## config.mk

```make
export PLATFORM = sky130hd
export DESIGN_NAME = id_ex_reg
export DESIGN_NICKNAME = d
export VERILOG_FILES = /design/src/rtl/id_ex_reg.sv
export SDC_FILE = /design/constraint.sdc
export NUM_CORES = 1
export LEC_CHECK = 0
export ABC_AREA = 1
export ABC_CLOCK_PERIOD_IN_PS = 5750
export BUFFER_PORTS_ARGS = -buffer_cell sky130_fd_sc_hd__buf_2
export CORE_AREA = 2 2 133 135
export CTS_CLUSTER_DIAMETER = 200
export CTS_CLUSTER_SIZE = 8
export DETAILED_ROUTE_END_ITERATION = 16
export DIE_AREA = 0 0 135 137
export HOLD_SLACK_MARGIN = 0.02
export PLACE_DENSITY = 0.76
export SLEW_MARGIN = 20
export SYNTH_ARGS = -nofsm -noshare
export SYNTH_HDL_FRONTEND = slang
export SYNTH_SLANG_ARGS = --single-unit
```

## constraint.sdc

```tcl
create_clock -name clk -period 5.75 [get_ports clk]
set_clock_uncertainty 0.1 [all_clocks]
set_input_delay 0.575 -clock clk [delete_from_list [all_inputs] [get_ports clk]]
set_output_delay 0.575 -clock clk [all_outputs]
set_load 0.005 [all_outputs]
```

## src/rtl/id_ex_reg.sv

```systemverilog
// id_ex_reg: ID/EX pipeline register with load-use hazard detection and bubble insertion.
//
// A bubble (EX_ctrl = 0, EX_valid = 0, data fields held) is inserted when EX_flush is
// high or when a load in EX feeds the instruction in ID. bubble_cnt counts inserted
// bubbles and saturates at all-ones.
//
// Build option: LOAD_USE_STALL_EN
//   defined   -> load-use detection drives stall; HOLD_CHK state present.
//   undefined -> stall is tied low; only EX_flush creates bubbles.
//
// state    | meaning
// ---------+--------------------------------------------------------------
// RUN      | normal update; last edge loaded ID into EX
// BUBBLE   | last edge inserted a flush bubble
// HOLD_CHK | last edge inserted a stall bubble; held ID is re-evaluated now
//            (only present with LOAD_USE_STALL_EN)

module id_ex_reg #(
  parameter int DATA_W = 32,
  parameter int CNT_W  = 16
) (
  input  logic              clk,
  input  logic              reset,

  input  logic [13:0]       ID_ctrl,
  input  logic              ID_valid,
  input  logic [DATA_W-1:0] ID_rs_data,
  input  logic [DATA_W-1:0] ID_rt_data,
  input  logic [DATA_W-1:0] ID_imm,
  input  logic [DATA_W-1:0] ID_PC4,
  input  logic [4:0]        ID_rs,
  input  logic [4:0]        ID_rt,
  input  logic [4:0]        ID_rd,
  input  logic [4:0]        ID_shamt,

  input  logic              EX_flush,

  output logic [13:0]       EX_ctrl,
  output logic              EX_valid,
  output logic [DATA_W-1:0] EX_rs_data,
  output logic [DATA_W-1:0] EX_rt_data,
  output logic [DATA_W-1:0] EX_imm,
  output logic [DATA_W-1:0] EX_PC4,
  output logic [4:0]        EX_rs,
  output logic [4:0]        EX_rt,
  output logic [4:0]        EX_rd,
  output logic [4:0]        EX_shamt,

  output logic              stall,
  output logic [CNT_W-1:0]  bubble_cnt
);

  // Decode bundle bit positions used by the hazard check.
  localparam int MEM_READ_BIT  = 1;
  localparam int MEM_WRITE_BIT = 2;
  localparam int ALU_SRC2_BIT  = 8;

  typedef enum logic [1:0] {
    RUN      = 2'd0,
    BUBBLE   = 2'd1
`ifdef LOAD_USE_STALL_EN
    ,
    HOLD_CHK = 2'd2
`endif
  } state_t;

  state_t state;
  state_t stateNext;
  logic   bubble;

`ifdef LOAD_USE_STALL_EN
  logic loadUse;
  logic rsHit;
  logic rtHit;
  logic rtNeeded;

  // Load in EX whose destination is read by the instruction in ID.
  // rt is only a true source when the ALU takes it (ALUSrc2 = 0) or a store writes it.
  always_comb begin
    rsHit    = (EX_rt == ID_rs);
    rtNeeded = ~ID_ctrl[ALU_SRC2_BIT] | ID_ctrl[MEM_WRITE_BIT];
    rtHit    = (EX_rt == ID_rt) & rtNeeded;
    loadUse  = EX_valid & EX_ctrl[MEM_READ_BIT] & (EX_rt != 5'd0) & ID_valid
               & (rsHit | rtHit);
  end
`endif

  // State register.
  always_ff @(posedge clk or posedge reset) begin
    if (reset) begin
      state <= RUN;
    end else begin
      state <= stateNext;
    end
  end

  // Next-state logic: a flush dominates a simultaneous stall (both give one bubble).
  always_comb begin
    stateNext = RUN;
    case (state)
      RUN, BUBBLE: begin
        if (EX_flush) begin
          stateNext = BUBBLE;
        end
`ifdef LOAD_USE_STALL_EN
        else if (stall) begin
          stateNext = HOLD_CHK;
        end
`endif
        else begin
          stateNext = RUN;
        end
      end
`ifdef LOAD_USE_STALL_EN
      // The stall bubble cleared EX, so the held ID instruction cannot stall again.
      HOLD_CHK: begin
        if (EX_flush) begin
          stateNext = BUBBLE;
        end else begin
          stateNext = RUN;
        end
      end
`endif
      default: stateNext = RUN;
    endcase
  end

  // Output logic: stall request and bubble decision for the coming edge.
  always_comb begin
    stall = 1'b0;
`ifdef LOAD_USE_STALL_EN
    stall = loadUse & (state != HOLD_CHK);
`endif
    bubble = EX_flush | stall;
  end

  // Control half of the pipeline register: cleared on a bubble or an empty ID slot.
  always_ff @(posedge clk or posedge reset) begin
    if (reset) begin
      EX_ctrl  <= '0;
      EX_valid <= 1'b0;
    end else if (bubble) begin
      EX_ctrl  <= '0;
      EX_valid <= 1'b0;
    end else begin
      EX_ctrl  <= ID_valid ? ID_ctrl : 14'd0;
      EX_valid <= ID_valid;
    end
  end

  // Data half of the pipeline register: holds across a bubble, loads otherwise.
  always_ff @(posedge clk or posedge reset) begin
    if (reset) begin
      EX_rs_data <= '0;
      EX_rt_data <= '0;
      EX_imm     <= '0;
      EX_PC4     <= '0;
      EX_rs      <= '0;
      EX_rt      <= '0;
      EX_rd      <= '0;
      EX_shamt   <= '0;
    end else if (!bubble) begin
      EX_rs_data <= ID_rs_data;
      EX_rt_data <= ID_rt_data;
      EX_imm     <= ID_imm;
      EX_PC4     <= ID_PC4;
      EX_rs      <= ID_rs;
      EX_rt      <= ID_rt;
      EX_rd      <= ID_rd;
      EX_shamt   <= ID_shamt;
    end
  end

  // Saturating bubble counter; a simultaneous stall and flush is one bubble.
  always_ff @(posedge clk or posedge reset) begin
    if (reset) begin
      bubble_cnt <= '0;
    end else if (bubble && (bubble_cnt != {CNT_W{1'b1}})) begin
      bubble_cnt <= bubble_cnt + CNT_W'(1);
    end
  end

endmodule

```

==> reports/summary.txt, run 1 <==
# Post-CTS Setup Buffers = 0
CP max stage cell = inv_4
Cell taking the most area after synthesis = dfrtp_1
Mean Syn Cell Area = 8.56 sq um
Fin crit share = 41.4%
Place WS = 2940 ps
Placed cell count = 1363
Antenna diodes = 0
Mux share of post-synthesis cell area = 0%
Area added between synthesis and finish = 34.8%
Sinks on the clock net = 179
Share of the synthesized area in the top cell type = 63.2%
Pwr/cell area = 319 nW/um^2
Worst R2R End = bubble_cnt[11]
Largest net degree at the start of global routing = 94
TritonRoute pass-1 iters = 5
Simple-gate share of the synthesized area = 31.5%
CTS max path bufs = 2
Outcome = completed
GRT Residual Overflow = 0
Post-Route Setup TNS = 0 ps
Total number of vias = 6340
Cell with the most instances after synthesis = nand2_1
Number of antenna violations at the first check in global routing = 0
Worst r2r path cells = 8
Resize count post-CTS = 0
Routed len/inst = 13.8 um
Worst path cell trace = buf_4, inv_4, buf_4, nand2_1, nand2_1
Layout Nets = 1324
Post-Syn Nets = 995
DRC = 0
Row count = 48
Synthesized flop and latch total = 179
CP Class = in -> reg
RSZ-0062 raised after global routing = false
Top cells by count, synth = nand2_1, dfrtp_1, nor2_1, inv_1, buf_2
Worst endpoint data arrival time = 2640 ps
First-pass GRT wire length = 29600 um
Gr usage total = 20.5%
CORE AREA = 17100 sq um
Startpoint types = input pin
Synth warn = 0
Final worst slack = 3370 ps
Slew Limit Fails = 0
Post-synthesis compound-gate area fraction = 0.848%
Detailed placement HPWL = 13600 um
Critical path's largest stage delay = 700 ps
Clock slew at the register clock pins of the worst setup and hold paths = 70 ps
Number of I/O pins = 346
LEAKAGE = 0.00565 uW
WP data required = 6010 ps
Final setup fails = 0
Synth Area in Adders = 0.177%
Hold-fix buffers at CTS = 0
Critical Path End Type = flip-flop
Root Buffer = clkbuf_16
Final Hold Viols = 0
Reg2reg setup slack = 3840 ps
Tmin final = 2380 ps
Max transition margin = 36.8%
Die X = 135 um
Post-synth EDFFs = 0
Worst Max-Slew Pin Slew = 947 ps
Post-synth ARST share = 100%
Post-Syn Area = 7090 sq um
Initial Util = 41.5%
Distinct cell type count after synthesis = 24
RD Place Congestion = 0.844
Delay-heaviest family, CP = buffers and inverters
Hold WC Path Type = in -> async
Crit path depth = 5
Number of global-route vias before repair = 5999
H-tree depth = 4
Non-Filler Instances = 1395
FF-to-FF Start = bubble_cnt[0]
Critical path buffers and inverters = 3
Max cap viols = 0
Drt via density = 4.54
Combinational family with the most area after synthesis = simple AND/OR/NAND/NOR gates
Most used DFF post-synth = dfrtp_1
Fmax = 421 MHz
DRT antenna net count = 0
Post-layout util = 56.0%
Layout cells sized above 1 = 34.0%
Worst Path Max Fanout = 79
CTS Buf Count = 17
Sequential fraction of the synthesis area = 63.2%
DRT iter0 DRCs = 411
Largest cells by area after synthesis = dfrtp_1, nand2_1, nor2_1, buf_2, inv_1
XOR/XNOR share of the synthesized area = 0.371%
CTS tree = done
Max IR drop VDD = 0.000195 V
PortBufs = 344
Total Wirelength = 19300 um
Clock latency on the worst-skew pair = 420 ps
Cells after synthesis = 828
Total chip power = 3050 uW
Die area = 18500 sq um
Die Y = 137 um
==> cell type report <==
class,instances,area (sq um)
multi-input cells,587,2340
flip-flops and latches,179,4480
well taps,225,282
inverters,25,101
repair buffers,347,1760
fillers,1536,7500
clock inverters,15,170
clock buffers,17,425
==> state kept, by name, indices dropped and copies added, names as in the netlist, 14 cells and up <==
name        cells
EX_PC4         32
EX_imm         32
EX_rs_data     32
EX_rt_data     32
bubble_cnt     16
EX_ctrl        14
==> worst max-delay path by stage <==
stage             start              to
6_report       EX_flush  EX_rt_data[10]
5_1_grt        EX_flush  EX_rt_data[14]
4_1_cts        EX_flush  EX_rt_data[10]
3_5_place_dp   EX_flush  EX_rt_data[14]
3_3_place_gp   EX_flush        EX_rs[2]
2_1_floorplan     reset       EX_PC4[0]
==> layer usage <==
metal	track usage [%]	up-vias	routed length (um)
met5	0	-	0
li1	-	3144	-
met1	25.4	2881	7740
met2	34.0	283	9740
met3	5.22	32	1400
met4	8.85	0	394
==> through the flow <==
| step | area [sq um] | hold slack (ps) |
|---|---|---|
| after global routing | 9550 | 227 |
| after global placement | 8960 | 355 |
| after CTS | 9550 | 213 |
| after floorplan | 7090 | 370 |
| after detailed placement | 8960 | 359 |
| final | 9550 | 186 |
==> worst register-to-register path, stage by stage, from the launching register on <==
cell     delay (ps)
dfrtp_1         480
ha_1            310
inv_2            90
nor2_4           50
nand2_4          80
nor2_4           50
nor2_2          460
nand2_1         150
o21ai_2          70
==> kinds of logic (layout without fill, tap and decap cells) <==
logic type | count (synthesis) | count (layout)
XOR/XNOR | 3 | 3
AO/OA/AOI/OAI | 9 | 9
buffers and inverters | 62 | 404
AND/OR/NAND/NOR | 573 | 573
adder cells (fa/ha/maj) | 1 | 1
other | 1 | 1
flip-flops | 179 | 179
==> cell usage in the layout, fill, tap and decap left out, types with 3 or more instances in the layout <==
master,synthesis,layout
inv_8,0,3
clkinvlp_4,0,3
nand2_2,6,6
nand3_1,9,9
nor2_4,4,4
nor2_1,30,30
buf_2,20,343
buf_4,1,3
nand4_1,4,4
nand2_1,516,516
o21ai_0,4,4
o21ai_2,4,4
inv_6,0,6
inv_1,23,22
clkbuf_16,0,17
dfrtp_1,179,179
==> power by group <==
part	leakage, uW	internal, uW	total [uW]	switching (uW)
Clock	0.000287	655	1170	519
Sequential	0.00220	1370	1460	82.4
Combinational	0.00316	185	418	233
Note: power is estimated with default switching activity, not from simulation.
==> run 2: changes to the inputs <==
- ABC_AREA: 1 -> 0
- ABC_CLOCK_PERIOD_IN_PS: 5750 -> 2200
- CORE_AREA: 2 2 133 135 -> 2 2 134 136
- DIE_AREA: 0 0 135 137 -> 0 0 136 138
- PLACE_DENSITY: 0.76 -> 0.7
- clock period: 5.75 -> 2.2 ns (I/O delays scaled with it)
==> reports/summary.txt, run 2 <==
Outcome = completed
CP Class = reg -> reg
Most frequent cells in the layout = buf_2, dfrtp_1, dlygate4sd3_1
Fmax = 495 MHz
Resize count post-CTS = 0
Most used DFF post-synth = dfrtp_1
Cell with the most instances after synthesis = dfrtp_1
Slew Limit Fails = 0
Final Hold Viols = 0
Post-Syn Nets = 588
PortBufs = 344
Cell taking the most area after synthesis = dfrtp_1
Worst Max-Slew Pin Slew = 522 ps
DRT antenna net count = 0
Layout Nets = 1102
Total chip power = 8390 uW
Hold WC Path Type = in -> reg
Die X = 136 um
Sequential fraction of the synthesis area = 66.2%
Worst endpoint data arrival time = 2220 ps
Number of global-route vias before repair = 5893
Post-Route Setup TNS = 0 ps
Post-synth EDFFs = 0
Startpoint types = flip-flop
Non-Filler Instances = 1176
Die area = 18800 sq um
Most common cell after layout, fill and taps aside = buf_2
Place WS = 182 ps
Largest cells by area after synthesis = dfrtp_1, mux2_2, and2_1, xor2_1, nand4_4
Area added between synthesis and finish = 62.9%
Share of the synthesized area in the top cell type = 66.2%
Sinks on the clock net = 179
Post-layout util = 62.9%
Fin crit share = 91.8%
CORE AREA = 17500 sq um
Worst Path Max Fanout = 5
DRT iter0 DRCs = 147
RSZ-0062 raised after global routing = false
Clock latency on the worst-skew pair = 420 ps
Distinct cell type count after synthesis = 32
Routed len/inst = 15.7 um
CTS Buf Count = 17
Initial Util = 38.6%
Clock slew at the register clock pins of the worst setup and hold paths = 70 ps
DRC = 0
Detailed placement HPWL = 11500 um
H-tree depth = 4
Synthesized flop and latch total = 179
Max IR drop VDD = 0.000507 V
Final worst slack = 180 ps
Largest net degree at the start of global routing = 98
Synth warn = 0
First-pass GRT wire length = 29200 um
Pwr/cell area = 762 nW/um^2
Total Wirelength = 18500 um
CTS tree = done
LEAKAGE = 0.00537 uW
Top cells by count, synth = dfrtp_1, mux2_2, and2_1
Number of antenna violations at the first check in global routing = 0
Max cap viols = 0
RD Place Congestion = 0.772
WP data required = 2400 ps
Critical Path End Type = flip-flop
Layout cells sized above 1 = 56.6%
GRT Residual Overflow = 0
Root Buffer = clkbuf_16
Max transition margin = 65.2%
Post-synth ARST share = 100%
Number of I/O pins = 346
Die Y = 138 um
Final setup fails = 0
Cells after synthesis = 421
Post-Syn Area = 6770 sq um
Tmin final = 2020 ps
Antenna diodes = 0
CTS max path bufs = 2
TritonRoute pass-1 iters = 4
Mean Syn Cell Area = 16.1 sq um
Row count = 49
Drt via density = 4.56
Gr usage total = 19.8%
Placed cell count = 981
Total number of vias = 5365
Fillers = 1290
run 2: cell type report:
class                           instances  area (sq um)  share of cell area, %
Sequential cell                       179          4480                   40.6
Timing Repair Buffer                  514          3460                   31.4
Multi-Input combinational cell        221          2180                   19.8
Clock buffer                           18           429                   3.89
Tap cell                              229           287                   2.60
Clock inverter                         13           171                   1.56
Inverter                                2          11.3                  0.102
run 2: cell families after synthesis:
group	Yosys count	synth area share (%)
fa+ha+maj	1	0.185
simple gates	52	4.99
xor+xnor	11	1.42
compound gates	6	0.536
other cells	1	0.0554
flops	179	66.2
buf+inv	21	1.59
mux	150	25.0
run 2: path summary, 6_finish.rpt:
check | from | endpoint | slack (ps) | cells past startpoint
setup / recovery | bubble_cnt[0] | bubble_cnt[1] | 180 | 5
hold / removal | ID_valid | EX_valid | 130 | 3
setup reg to reg | bubble_cnt[0] | bubble_cnt[1] | 180 | 5
hold reg to reg | EX_PC4[17] | EX_PC4[17] | 400 | 1
max in group asynchronous | reset | EX_PC4[19] | 1140 | 4
min in group asynchronous | reset | EX_ctrl[7] | 370 | 4
run 2: stage by stage:
| step | area, sq um | hold slack [ps] |
|---|---|---|
| after detailed placement | 8780 | 275 |
| after global routing | 11000 | 139 |
| after global placement | 8780 | 281 |
| after CTS | 11000 | 110 |
| final | 11000 | 130 |
| after floorplan | 6770 | 249 |
run 2: worst max-delay path: stages, from the launching register on:
cell and delay [ps]:
dfrtp_1 400, ha_1 260, nand3_1 170, or4_4 580, nand2_4 100, mux2_4 290
run 2: repair_timing:
item	in CTS	in global routing
hold buffers	164	0
endpoints found under the hold margin	342	0
setup buffers	0	0
run 2: power by group:
group / switching [uW] / leakage (uW) / internal, uW
clock network: 1320 / 0.000288 / 1800
registers: 230 / 0.00214 / 3630
logic: 555 / 0.00294 / 849
run 2: layer usage:
layer / share of wire (%) / global-route usage (%) / vias up
met4: 2.5 / 7.62 / 0
li1: - / - / 2495
met3: 7.4 / 5.21 / 34
met5: 0 / 0 / -
met1: 39 / 22.0 / 2610
met2: 51 / 35.7 / 226
==> run 3: changes to the inputs <==
- CAP_MARGIN: not set -> 10
- MAX_ROUTING_LAYER: not set -> met4
- REMOVE_ABC_BUFFERS: not set -> 1
==> reports/summary.txt, run 3 (synthesis results as in run 2) <==
Outcome = completed
GR Layer Usage met1 = 23.1%
Combinational share of power = 16.8%
Fin area = 11000 sq um
Hold Slack = 138 ps
TritonRoute pass-1 iters = 4
Final Hold Viols = 0
Met2 Use GR = 36.9%
CTS tree = done
Die X = 136 um
Pwr/cell area = 761 nW/um^2
Hold WC Path Type = in -> reg
Sequential power share = 46.0%
Die Y = 138 um
Number of I/O pins = 346
CP Class = reg -> reg
Busiest grt layer = met2
DRC = 0
Area added between synthesis and finish = 62.9%
Tmin final = 1970 ps
Met3 Track Usage GR = 4.73%
RD Place Congestion = 0.795
Register area = 4480 sq um
WP data required = 2410 ps
Worst Max-Slew Pin Slew = 765 ps
Max IR drop VDD = 0.000501 V
CTS Buf Count = 17
DRT iter0 DRCs = 209
PortBufs = 344
Total number of vias = 5368
DRT antenna net count = 0
Final worst slack = 227 ps
Gr usage total = 21.4%
Slew Limit Fails = 0
GRT Residual Overflow = 0
Post-layout util = 62.9%
Startpoint types = flip-flop
CORE AREA = 17500 sq um
Initial Util = 38.6%
Root Buffer = clkbuf_16
Largest net degree at the start of global routing = 61
Clock slew at the register clock pins of the worst setup and hold paths = 60 ps
Most common cell after layout, fill and taps aside = buf_2
LEAKAGE = 0.00538 uW
Max transition margin = 48.9%
CTS max path bufs = 2
Clock latency on the worst-skew pair = 420 ps
Antenna diodes = 0
Resize count post-CTS = 0
Fillers = 1343
Fmax = 507 MHz
Switching pwr = 2090 uW
Clock power share = 37.2%
# Post-CTS Setup Buffers = 0
Most frequent cells in the layout = buf_2, dfrtp_1, dlygate4sd3_1
Sw frac = 24.9%
Internal = 6300 uW
Worst endpoint data arrival time = 2180 ps
Place WS = 240 ps
Area after DPL = 8800 sq um
Routed len/inst = 16.3 um
Row count = 49
Number of antenna violations at the first check in global routing = 0
Layout cells sized above 1 = 56.8%
Multi-input gate area = 2180 sq um
H-tree depth = 4
Worst Path Max Fanout = 5
Sinks on the clock net = 179
Detailed placement HPWL = 12300 um
Die area = 18800 sq um
RSZ-0062 raised after global routing = false
Max cap viols = 0
Drt via density = 4.56
Layout Nets = 1105
Number of global-route vias before repair = 5877
Total Wirelength = 19100 um
First-pass GRT wire length = 30000 um
Critical Path End Type = flip-flop
Fin crit share = 89.7%
Final setup fails = 0
run 3: changes by cell type in the layout (fill, tap and decap cells not counted), sizes merged:
cell / previous run / this run
buf: 350 / 354
clkbuf: 18 / 19
clkinv: 3 / 2
clkinvlp: 3 / 2
dlygate4sd3: 164 / 163
run 3: critical path, cell delays in order (launching register included):
cell and delay, ps:
dfrtp_1 390, ha_1 230, nand3_1 160, or4_4 590
nand2_4 100, mux2_4 290
run 3: what timing repair did:
action	4_1_cts	5_1_grt
endpoints found under the hold margin	206	0
hold buffers	163	0
setup endpoints to repair	0	0
run 3: layout make-up:
cell class | count | share of cell area [%]
sequential | 179 | 40.6
clock buffer | 19 | 4.02
multi-input combinational | 221 | 19.8
clock inverter | 11 | 1.38
tap | 229 | 2.60
inverter | 2 | 0.113
timing repair buffer | 517 | 31.5
run 3: metal layers:
metal | part of all wire [%] | wire length, um | up-vias
li1 | - | - | 2503
met1 | 38 | 7310 | 2588
met2 | 52 | 9880 | 230
met3 | 6.7 | 1280 | 47
met4 | 3.5 | 677 | 0
met5 | 0 | 0 | -
run 3: path summary, 6_finish.rpt:
path	startpoint	to	slack (ps)	cells past startpoint
worst min register to register	EX_rt_data[26]	EX_rt_data[26]	400	1
worst max register to register	bubble_cnt[0]	bubble_cnt[1]	230	5
min in group asynchronous	reset	EX_PC4[12]	280	3
max in group asynchronous	reset	bubble_cnt[11]	1010	4
worst min-delay path	ID_valid	EX_valid	140	2
worst max-delay path	bubble_cnt[0]	bubble_cnt[1]	230	5
run 3: metrics by stage:
| stage | instances | total power [uW] | TNS (ps) |
|---|---|---|---|
| final | 1178 | 8390 | 0 |
| after global routing | 1178 | 8760 | 0 |
| after CTS | 1178 | 8470 | 0 |
| after detailed placement | 985 | 5090 | 0 |
| after global placement | 985 | 5060 | 0 |
| after floorplan | 402 | 4390 | -533170 |
run 3: power groups by stage:
| stage | registers [uW] | clock network (uW) | logic (uW) |
|---|---|---|---|
| floorplan | 3940 | 0 | 457 |
| global placement | 3890 | 0 | 1160 |
| detailed placement | 3910 | 0 | 1180 |
| CTS | 3850 | 3200 | 1410 |
| global route | 3910 | 3320 | 1530 |
| finish | 3860 | 3120 | 1410 |
